$ cat src/rtl/a1_stim_pkg.sv
// Shared types and constants for the a1 stimulus sequencer.
package a1_stim_pkg;

  localparam int unsigned NSTEP = 8;
  localparam logic [2:0]  LAST_IDX = 3'(NSTEP - 1);

  typedef enum logic [1:0] {
    ST_IDLE = 2'd0,
    ST_RUN  = 2'd1,
    ST_HOLD = 2'd2,
    ST_DONE = 2'd3
  } state_e;

  // {A1,A0} per step, step 0 in the least significant pair.
  localparam logic [2*NSTEP-1:0] PATTERN = {
    2'b01, 2'b11, 2'b10, 2'b11, 2'b00, 2'b10, 2'b01, 2'b00
  };

  function automatic logic [1:0] step_pattern(input logic [2:0] idx);
    return PATTERN[{idx, 1'b0} +: 2];
  endfunction

endpackage

$ cat src/rtl/a1_edge_det.sv
// Registers a level input once and flags its rising edge for one cycle.
module a1_edge_det (
  input  logic i_clk,
  input  logic i_rst,
  input  logic i_d,
  output logic o_rise
);

  logic r_q;
  logic r_prev;

  always_ff @(posedge i_clk or posedge i_rst) begin
    if (i_rst) begin
      r_q    <= 1'b0;
      r_prev <= 1'b0;
    end else begin
      r_q    <= i_d;
      r_prev <= r_q;
    end
  end

  assign o_rise = r_q & ~r_prev;

endmodule

$ cat src/rtl/a1_stim_seq.sv
// Steps a1's A0/A1/A2 through the 8-entry board pattern, DIV cycles per step,
// with run / pause / single-step / optional looping control.
module a1_stim_seq
  import a1_stim_pkg::*;
#(
  parameter int unsigned DIV  = 50000000,
  parameter bit          LOOP = 1'b0
) (
  input  logic       CLK,
  input  logic       RST,
  input  logic       START,
  input  logic       PAUSE,
  input  logic       STEP,
  output logic       A0,
  output logic       A1,
  output logic       A2,
  output logic [2:0] IDX,
  output logic       BUSY,
  output logic       DONE
);

  localparam int unsigned DW = (DIV > 1) ? $clog2(DIV) : 1;
  localparam logic [DW-1:0] DIV_LAST = DW'(DIV - 1);

  state_e          r_state;
  state_e          w_state_nxt;
  logic [2:0]      r_idx;
  logic [2:0]      w_idx_nxt;
  logic [DW-1:0]   r_div;
  logic [DW-1:0]   w_div_nxt;
  logic [1:0]      r_ab;
  logic [1:0]      w_ab_nxt;
  logic            r_a2;
  logic            w_a2_nxt;
  logic            r_busy;
  logic            w_busy_nxt;
  logic            r_done;
  logic            w_done_nxt;
  logic            w_start;
  logic            w_step;
  logic            w_tick;
  logic            w_adv;

  a1_edge_det u_start_edge (
    .i_clk  (CLK),
    .i_rst  (RST),
    .i_d    (START),
    .o_rise (w_start)
  );

  a1_edge_det u_step_edge (
    .i_clk  (CLK),
    .i_rst  (RST),
    .i_d    (STEP),
    .o_rise (w_step)
  );

  assign w_tick = (r_div == DIV_LAST);

  always_ff @(posedge CLK or posedge RST) begin
    if (RST) begin
      r_state <= ST_IDLE;
      r_idx   <= '0;
      r_div   <= '0;
      r_ab    <= '0;
      r_a2    <= 1'b0;
      r_busy  <= 1'b0;
      r_done  <= 1'b0;
    end else begin
      r_state <= w_state_nxt;
      r_idx   <= w_idx_nxt;
      r_div   <= w_div_nxt;
      r_ab    <= w_ab_nxt;
      r_a2    <= w_a2_nxt;
      r_busy  <= w_busy_nxt;
      r_done  <= w_done_nxt;
    end
  end

  // PAUSE is tested before the tick, so a coincident tick is dropped and the
  // divider stays parked at DIV-1 until the sequence resumes.
  always_comb begin
    w_state_nxt = r_state;
    w_idx_nxt   = r_idx;
    w_div_nxt   = r_div;
    w_adv       = 1'b0;
    case (r_state)
      ST_RUN: begin
        if (w_start) begin
          w_state_nxt = PAUSE ? ST_HOLD : ST_RUN;
          w_idx_nxt   = '0;
          w_div_nxt   = '0;
        end else if (PAUSE) begin
          w_state_nxt = ST_HOLD;
        end else if (w_tick) begin
          w_adv = 1'b1;
        end else begin
          w_div_nxt = r_div + 1'b1;
        end
      end
      ST_HOLD: begin
        if (w_start) begin
          w_state_nxt = PAUSE ? ST_HOLD : ST_RUN;
          w_idx_nxt   = '0;
          w_div_nxt   = '0;
        end else if (!PAUSE) begin
          w_state_nxt = ST_RUN;
        end else if (w_step) begin
          w_adv = 1'b1;
        end
      end
      default: begin
        if (w_start) begin
          w_state_nxt = ST_RUN;
          w_idx_nxt   = '0;
          w_div_nxt   = '0;
        end
      end
    endcase

    if (w_adv) begin
      w_div_nxt = '0;
      if (r_idx != LAST_IDX) begin
        w_idx_nxt = r_idx + 3'd1;
      end else if (LOOP) begin
        w_idx_nxt = '0;
      end else begin
        w_state_nxt = ST_DONE;
      end
    end
  end

  // Outputs are decoded from the next state so they register alongside IDX.
  always_comb begin
    w_ab_nxt   = '0;
    w_a2_nxt   = 1'b0;
    w_busy_nxt = 1'b0;
    w_done_nxt = 1'b0;
    case (w_state_nxt)
      ST_RUN, ST_HOLD: begin
        w_ab_nxt   = step_pattern(w_idx_nxt);
        w_a2_nxt   = w_idx_nxt[0];
        w_busy_nxt = 1'b1;
      end
      ST_DONE: begin
        w_ab_nxt   = step_pattern(w_idx_nxt);
        w_a2_nxt   = w_idx_nxt[0];
        w_done_nxt = 1'b1;
      end
      default: ;
    endcase
  end

  assign A0   = r_ab[0];
  assign A1   = r_ab[1];
  assign A2   = r_a2;
  assign IDX  = r_idx;
  assign BUSY = r_busy;
  assign DONE = r_done;

endmodule

$ cat config.mk
export PLATFORM = sky130hd
export DESIGN_NAME = a1_stim_seq
export DESIGN_NICKNAME = d
export VERILOG_FILES = /design/src/rtl/a1_stim_pkg.sv /design/src/rtl/a1_edge_det.sv /design/src/rtl/a1_stim_seq.sv
export SDC_FILE = /design/constraint.sdc
export NUM_CORES = 1
export LEC_CHECK = 0
export BUFFER_PORTS_ARGS = -buffer_cell sky130_fd_sc_hd__buf_2
export CAP_MARGIN = 30
export CORE_MARGIN = 2
export CORE_UTILIZATION = 35
export DETAILED_ROUTE_END_ITERATION = 7
export HOLD_SLACK_MARGIN = 0.1
export PLACE_DENSITY_LB_ADDON = 0.05
export SYNTH_ARGS = -nofsm -noshare
export SYNTH_HDL_FRONTEND = slang
export SYNTH_HIERARCHICAL = 1
export SYNTH_SLANG_ARGS = --single-unit
$ cat constraint.sdc
create_clock -name CLK -period 2.68 [get_ports CLK]
set_input_delay 0.536 -clock CLK [delete_from_list [all_inputs] [get_ports CLK]]
set_output_delay 0.536 -clock CLK [all_outputs]
set_load 0.05 [all_outputs]
[After elaboration in Yosys (flattened, before gate mapping)]
Cells that the tools add are included.
Cells by class
  divide/modulo/power cells: 0
  $mul: 0
  reduce and logical (&&, ||, !) cells: 4
  multiplexer cells: 29
  $lt $le $gt $ge: 0
  bitwise gates (word level): 4
  add/subtract/negate cells: 2
  shifts and indexed selects: 1
  eq/ne operators: 9
Operators with widths (count)
  26-bit 2-to-1 mux: 6
  26-bit by 1-bit adder with 26-bit output (second input constant): 1
  26-bit equality test (second input constant): 1
  2-bit 2-to-1 mux: 9
  16-bit by 5-bit variable part select with 2-bit output (first input constant): 1
  1-bit 2-to-1 mux: 9
  3-bit 2-to-1 mux: 3
  2-bit equality test (second input constant): 3
  3-bit by 1-bit inequality test with 1-bit output (second input constant): 2
  2-bit by 1-bit equality test with 1-bit output (second input constant): 2
  2-bit case mux with 2 select lines: 1
  3-bit by 1-bit adder with 3-bit output (second input constant): 1
  3-bit inequality test (second input constant): 1
  3-bit AND reduction: 1
  3-bit nonzero test: 1
  3-bit OR reduction: 1
  1-bit AND: 2
  1-bit inverter: 2
  1-bit case mux with 2 select lines: 1
  2-bit OR reduction: 1
Storage, ports and cells
  input port bits: 5
  register bits after elaboration: 40
  bits in writable memories: 0
  output and inout bits: 8
  bits in read-only memories: 0
  word-level logic and storage cells: 60
  memories kept: 0
  latch bits: 0

[Longest topological paths before layout]
  depth after elaboration: 10
  gate-level depth with buffers: 11
  depth with buffers taken out: 11

[Modules after synthesis]
The synthesis kept the hierarchy.
Modules (own cells, without submodules)
  a1_stim_seq: sequential area each 900.9 µm², cells each 253, area an instance 2312.2 µm², instances 1
  a1_edge_det: sequential area each 50.0 µm², cells each 4, area an instance 67.6 µm², instances 2

[Least setup slack after synthesis]
OpenSTA, ideal clock, no wires.
  kind: register to register
  start: register r_idx[0], in the netlist IDX[0]
  end: register r_a2, in the netlist A2
  slack: 0.115 ns
  arrival: 2.497 ns
  required time: 2.611 ns
  period minus slack after synthesis: 2.565 ns
  library setup time: 0.069 ns
  cell stages (with the launch flop): 9
  cell sequence: dfrtp_1 ha_1 ha_1 clkbuf_1 o21ai_0 and3_1 ha_1 or4_1 nand3_1
Between the ends
  cells in the longest elaborated chain, start to end: 6
RTL lines
  start: declaration: line a1_stim_seq.sv:27  | logic [2:0] r_idx;
  start signal: assignment: line a1_stim_seq.sv:71  | r_idx <= w_idx_nxt;
  3-bit inequality test: line a1_stim_seq.sv:123  | if (r_idx != LAST_IDX) begin
  2-bit 2-to-1 mux: line a1_stim_seq.sv:123
  2-bit 2-to-1 mux: line a1_stim_seq.sv:121  | if (w_adv) begin
  2-bit equality test or 2-bit by 1-bit equality test with 1-bit output (tied branches): line a1_stim_seq.sv:139  | case (w_state_nxt)
  3-bit OR reduction (no source line)
  1-bit 2-to-1 mux (*): line a1_stim_seq.sv:139
  net w_a2_nxt: line a1_stim_seq.sv:34  | logic w_a2_nxt;
  end signal: assignment: line a1_stim_seq.sv:74  | r_a2 <= w_a2_nxt;
  end: declaration: line a1_stim_seq.sv:33  | logic r_a2;
Mark *: on every way through the listed nets, which the timed path passes. The rest lies on a longest branch.
A chain may end at the register's enable or synchronous reset.

[Worst setup path after layout]
  start: register r_div[16]
  end: register r_a2, in the netlist A2
Between the ends
  cells in the longest elaborated chain, start to end: 9
RTL lines
  start: declaration: line a1_stim_seq.sv:29  | logic [DW-1:0] r_div;
  start signal: assignment: line a1_stim_seq.sv:72  | r_div <= w_div_nxt;
  26-bit equality test (*): line a1_stim_seq.sv:58  | assign w_tick = (r_div == DIV_LAST);
  1-bit 2-to-1 mux (*): line a1_stim_seq.sv:95  | end else if (w_tick) begin
  1-bit 2-to-1 mux (*): line a1_stim_seq.sv:93  | end else if (PAUSE) begin
  1-bit 2-to-1 mux (*): line a1_stim_seq.sv:89  | if (w_start) begin
  1-bit case mux with 2 select lines (*): line a1_stim_seq.sv:87  | case (r_state)
  2-bit 2-to-1 mux: line a1_stim_seq.sv:121
  2-bit equality test or 2-bit by 1-bit equality test with 1-bit output (tied branches): line a1_stim_seq.sv:139
  3-bit OR reduction (no source line)
  1-bit 2-to-1 mux (*): line a1_stim_seq.sv:139
  net w_a2_nxt: line a1_stim_seq.sv:34
Marked as above.

==> results by group <==
Status
  • Status: complete, no violations

Setup path
  • CP Max Fanout: 6
  • Required time worst endpoint: 2.91 ns
  • Worst path top cell family by delay: simple AND/OR/NAND/NOR gates
  • Worst Reg-to-Reg Cells: 8
  • Type of origin of the critical path: flip-flop
  • Slowest-stage cell, CP: or4_1
  • RR Endpoint: A2
  • CP arrival: 2.74 ns
  • Buf+Inv Stages, Crit Path: 0
  • Slowest stage delay, CP: 0.53 ns
  • FF-to-FF Start: r_div[16]
  • Levels on crit path: 8
  • Setup CP Type: reg2reg
  • R2R setup slack: 0.17 ns
  • CP most frequent cell: and3_1
  • CP endpoint kind: flip-flop
  • Worst path cell trace: nor4bb_1 > and4_1 > and3_1 > o21ai_1 > and3_1 > ha_1 > or4_1 > nand3_1

Power
  • NetSw: 0.7124 mW
  • Worst VDD drop: 301.0 uV
  • Sw Ratio: 35.45%
  • P_leak: 1.265 nW
  • Clock Power Share: 29.6%
  • P_int: 1.297 mW
  • Gate power share: 35.5%
  • Pwr Density: 690.3 nW/um^2
  • Flop pwr share: 34.9%

Placed design
  • Port bufs: 12
  • Dpl cells: 381
  • Dpl hpwl: 4574 um
  • Placer Congestion: 0.7658
  • Place WS: 0.1159 ns

Run
  • Max-cap violations: 0

Finish
  • Sequential cell area: 1001 um^2
  • Area growth syn-to-layout: 18.97%
  • Layout cells sized above 1: 18.58%
  • Antenna cells: 0
  • Footprint of the multi-input gates: 1381 um^2
  • Fin cells: 392
  • Final net count: 308
  • FILL cells: 689
  • Util after Layout: 42.85%

Yosys
  • Synth area leaders: dfrtp_1 41%, nor2_1 3.8%, nand3_1 3.7%, ha_1 3.6%, nand2_1 2.8%
  • Post-synth ARST share: 100.0%
  • Most instantiated library cell after synthesis: dfrtp_1
  • Number of flops mapped to enable cells by yosys: 0
  • Ys Warns: 6
  • Largest area contributor in the netlist: dfrtp_1
  • Sequential cell area fraction in the yosys report: 40.90%
  • Synth Instances: 261
  • Post-synth top cells: 40 x dfrtp_1, 25 x nor2_1, 18 x nand2_1, 18 x nand3_1, 12 x a21oi_1
  • Yosys top cell area share: 40.90%
  • Avg Inst Size Synth: 9.377 um^2
  • Cell area after synthesis: 2447 um^2
  • Ys flop type: dfrtp_1
  • Yosys cell types: 53
  • Synthesized flop and latch total: 40
  • Synthesized Nets: 273

Die
  • Ports: 13
  • Core Region: 6794 um^2
  • Area of the die: 7677 um^2
  • Die H: 87.62 um
  • Initial Util: 36.02%
  • Die Span X: 87.62 um
  • Row cnt: 30

Timing
  • Final hold violations: 0
  • Final Skew: 0.009165 ns
  • Slew Limit Fails: 0
  • Final setup violating endpoints: 0
  • Period Utilization, post-route: 93.49%
  • Final Worst Setup Slack: 0.1746 ns
  • Max-slew headroom: 39.55%
  • Worst hold slack: 0.3365 ns
  • Tightest Pin Transition: 0.9067 ns
  • Fmax: 399.1 MHz
  • Minimum clock period: 2.505 ns

GRT
  • Number of global-route vias before repair: 1998
  • GRT Total Usage: 17.72%
  • GRT overflow: 0
  • Global-route wire length before repair: 10450 um
  • Initial antenna violation count: 0
  • Largest net degree at the start of global routing: 37

Clock network
  • Reg clk slew, reported paths: 0.08 ns
  • TritonCTS Buffers: 5
  • CTS Root Cell: clkbuf_8
  • CTS Buffer Depth: 2
  • Clock sinks: 40
  • TritonCTS clock tree: yes
  • # H-tree levels: 2
  • Worst skew pair latency: 0.30 ns

Routing
  • ANT nets after route: 0
  • Initial DRC count: 102
  • Post-DR vias/cell: 5.273
  • Drt pass-1 iters: 4
  • Via count: 2067
  • WL final: 6289 um
  • Avg WL per Cell: 16.04 um
  • DRC viols: 0

Hold path
  • Worst hold start: START
  • Hold WC Path Type: in2reg
  • Cell depth of the worst hold path: 1
  • Hold Crit Endpoint: u_start_edge/r_q
## layout by cell type (no fill, tap or decap), drive strengths merged, types with 8 or more instances in the layout
cell type | netlist | final
dfrtp | 40 | 40
buf | 6 | 36
nor2 | 25 | 25
nand3 | 19 | 19
nand2 | 18 | 18
a21oi | 12 | 12
a31oi | 9 | 9
nand4 | 8 | 8
inv | 8 | 8
nor3 | 8 | 8
o21ai | 8 | 8
## logic make-up after synthesis
logic type,count (synthesis),share of synthesized area [%]
compound gates,52,14.72
xor+xnor,12,4.294
fa+ha+maj,7,3.579
buf+inv,17,2.863
flops,40,40.90
mux,7,2.965
simple gates,126,30.68
## flip-flops by register name (all words and copies together), names as in the netlist
name and flops:
A2 1, BUSY 1, DONE 1, IDX 3, r_ab 2, r_div 26, r_state 2, u_start_edge/r_prev 1
u_start_edge/r_q 1, u_step_edge/r_prev 1, u_step_edge/r_q 1
## final cells by class
cell class	count	area share (%)
Multi-Input combinational cell	204	47.44
Sequential cell	40	34.38
Timing Repair Buffer	37	8.595
Tap cell	96	4.125
Clock buffer	5	2.364
Clock inverter	2	2.063
Inverter	8	1.031
## how the worst max path moves through the flow
| stage | to | start | slack [ns] |
|---|---|---|---|
| 2_1_floorplan | A2 | IDX[0] | 0.11 |
| 6_report | A2 | r_div[16] | 0.17 |
| 5_1_grt | A2 | r_state[0] | -0.002 |
| 4_1_cts | A2 | r_div[0] | 0.09 |
| 3_3_place_gp | A2 | r_div[16] | 0.18 |
| 3_5_place_dp | A2 | r_div[16] | 0.12 |
## per-stage QoR
step                instance area (um^2)  setup TNS (ns)  power [mW]
floorplan                           2447               0       1.184
global placement                    2745               0       1.416
detailed placement                  2745               0       1.403
CTS                                 2884               0       2.006
global route                        2912       -0.002190       2.130
finish                              2912               0       2.010
## power groups by stage
| stage | clock, mW | combinational, mW | sequential, mW |
|---|---|---|---|
| 3_5_place_dp | 0 | 0.687 | 0.716 |
| 5_1_grt | 0.633 | 0.787 | 0.710 |
| 6_report | 0.594 | 0.713 | 0.702 |
| 3_3_place_gp | 0 | 0.699 | 0.716 |
| 4_1_cts | 0.612 | 0.691 | 0.704 |
| 2_1_floorplan | 0 | 0.403 | 0.781 |
## worst reg2reg max path: stages (launching register included)
cell and delay (ns):
dfrtp_1 0.44, nor4bb_1 0.38, and4_1 0.26, and3_1 0.19, o21ai_1 0.13, and3_1 0.17, ha_1 0.26, or4_1 0.53
nand3_1 0.08
## layer usage
metal,wire length (um),global-route usage (%),vias to the layer above
li1,-,-,1038
met1,3225,26.46,974
met2,2696,26.58,50
met3,301,3.205,5
met4,65,4.196,0
met5,0,0,-
## what timing repair did
item,in CTS,in global routing
buffers inserted,0,3
resized for setup,0,3
hold buffers,1,0
endpoints found under the setup margin,0,1
endpoints found under the hold margin,4,0
Note: power is estimated with default switching activity, not from simulation.
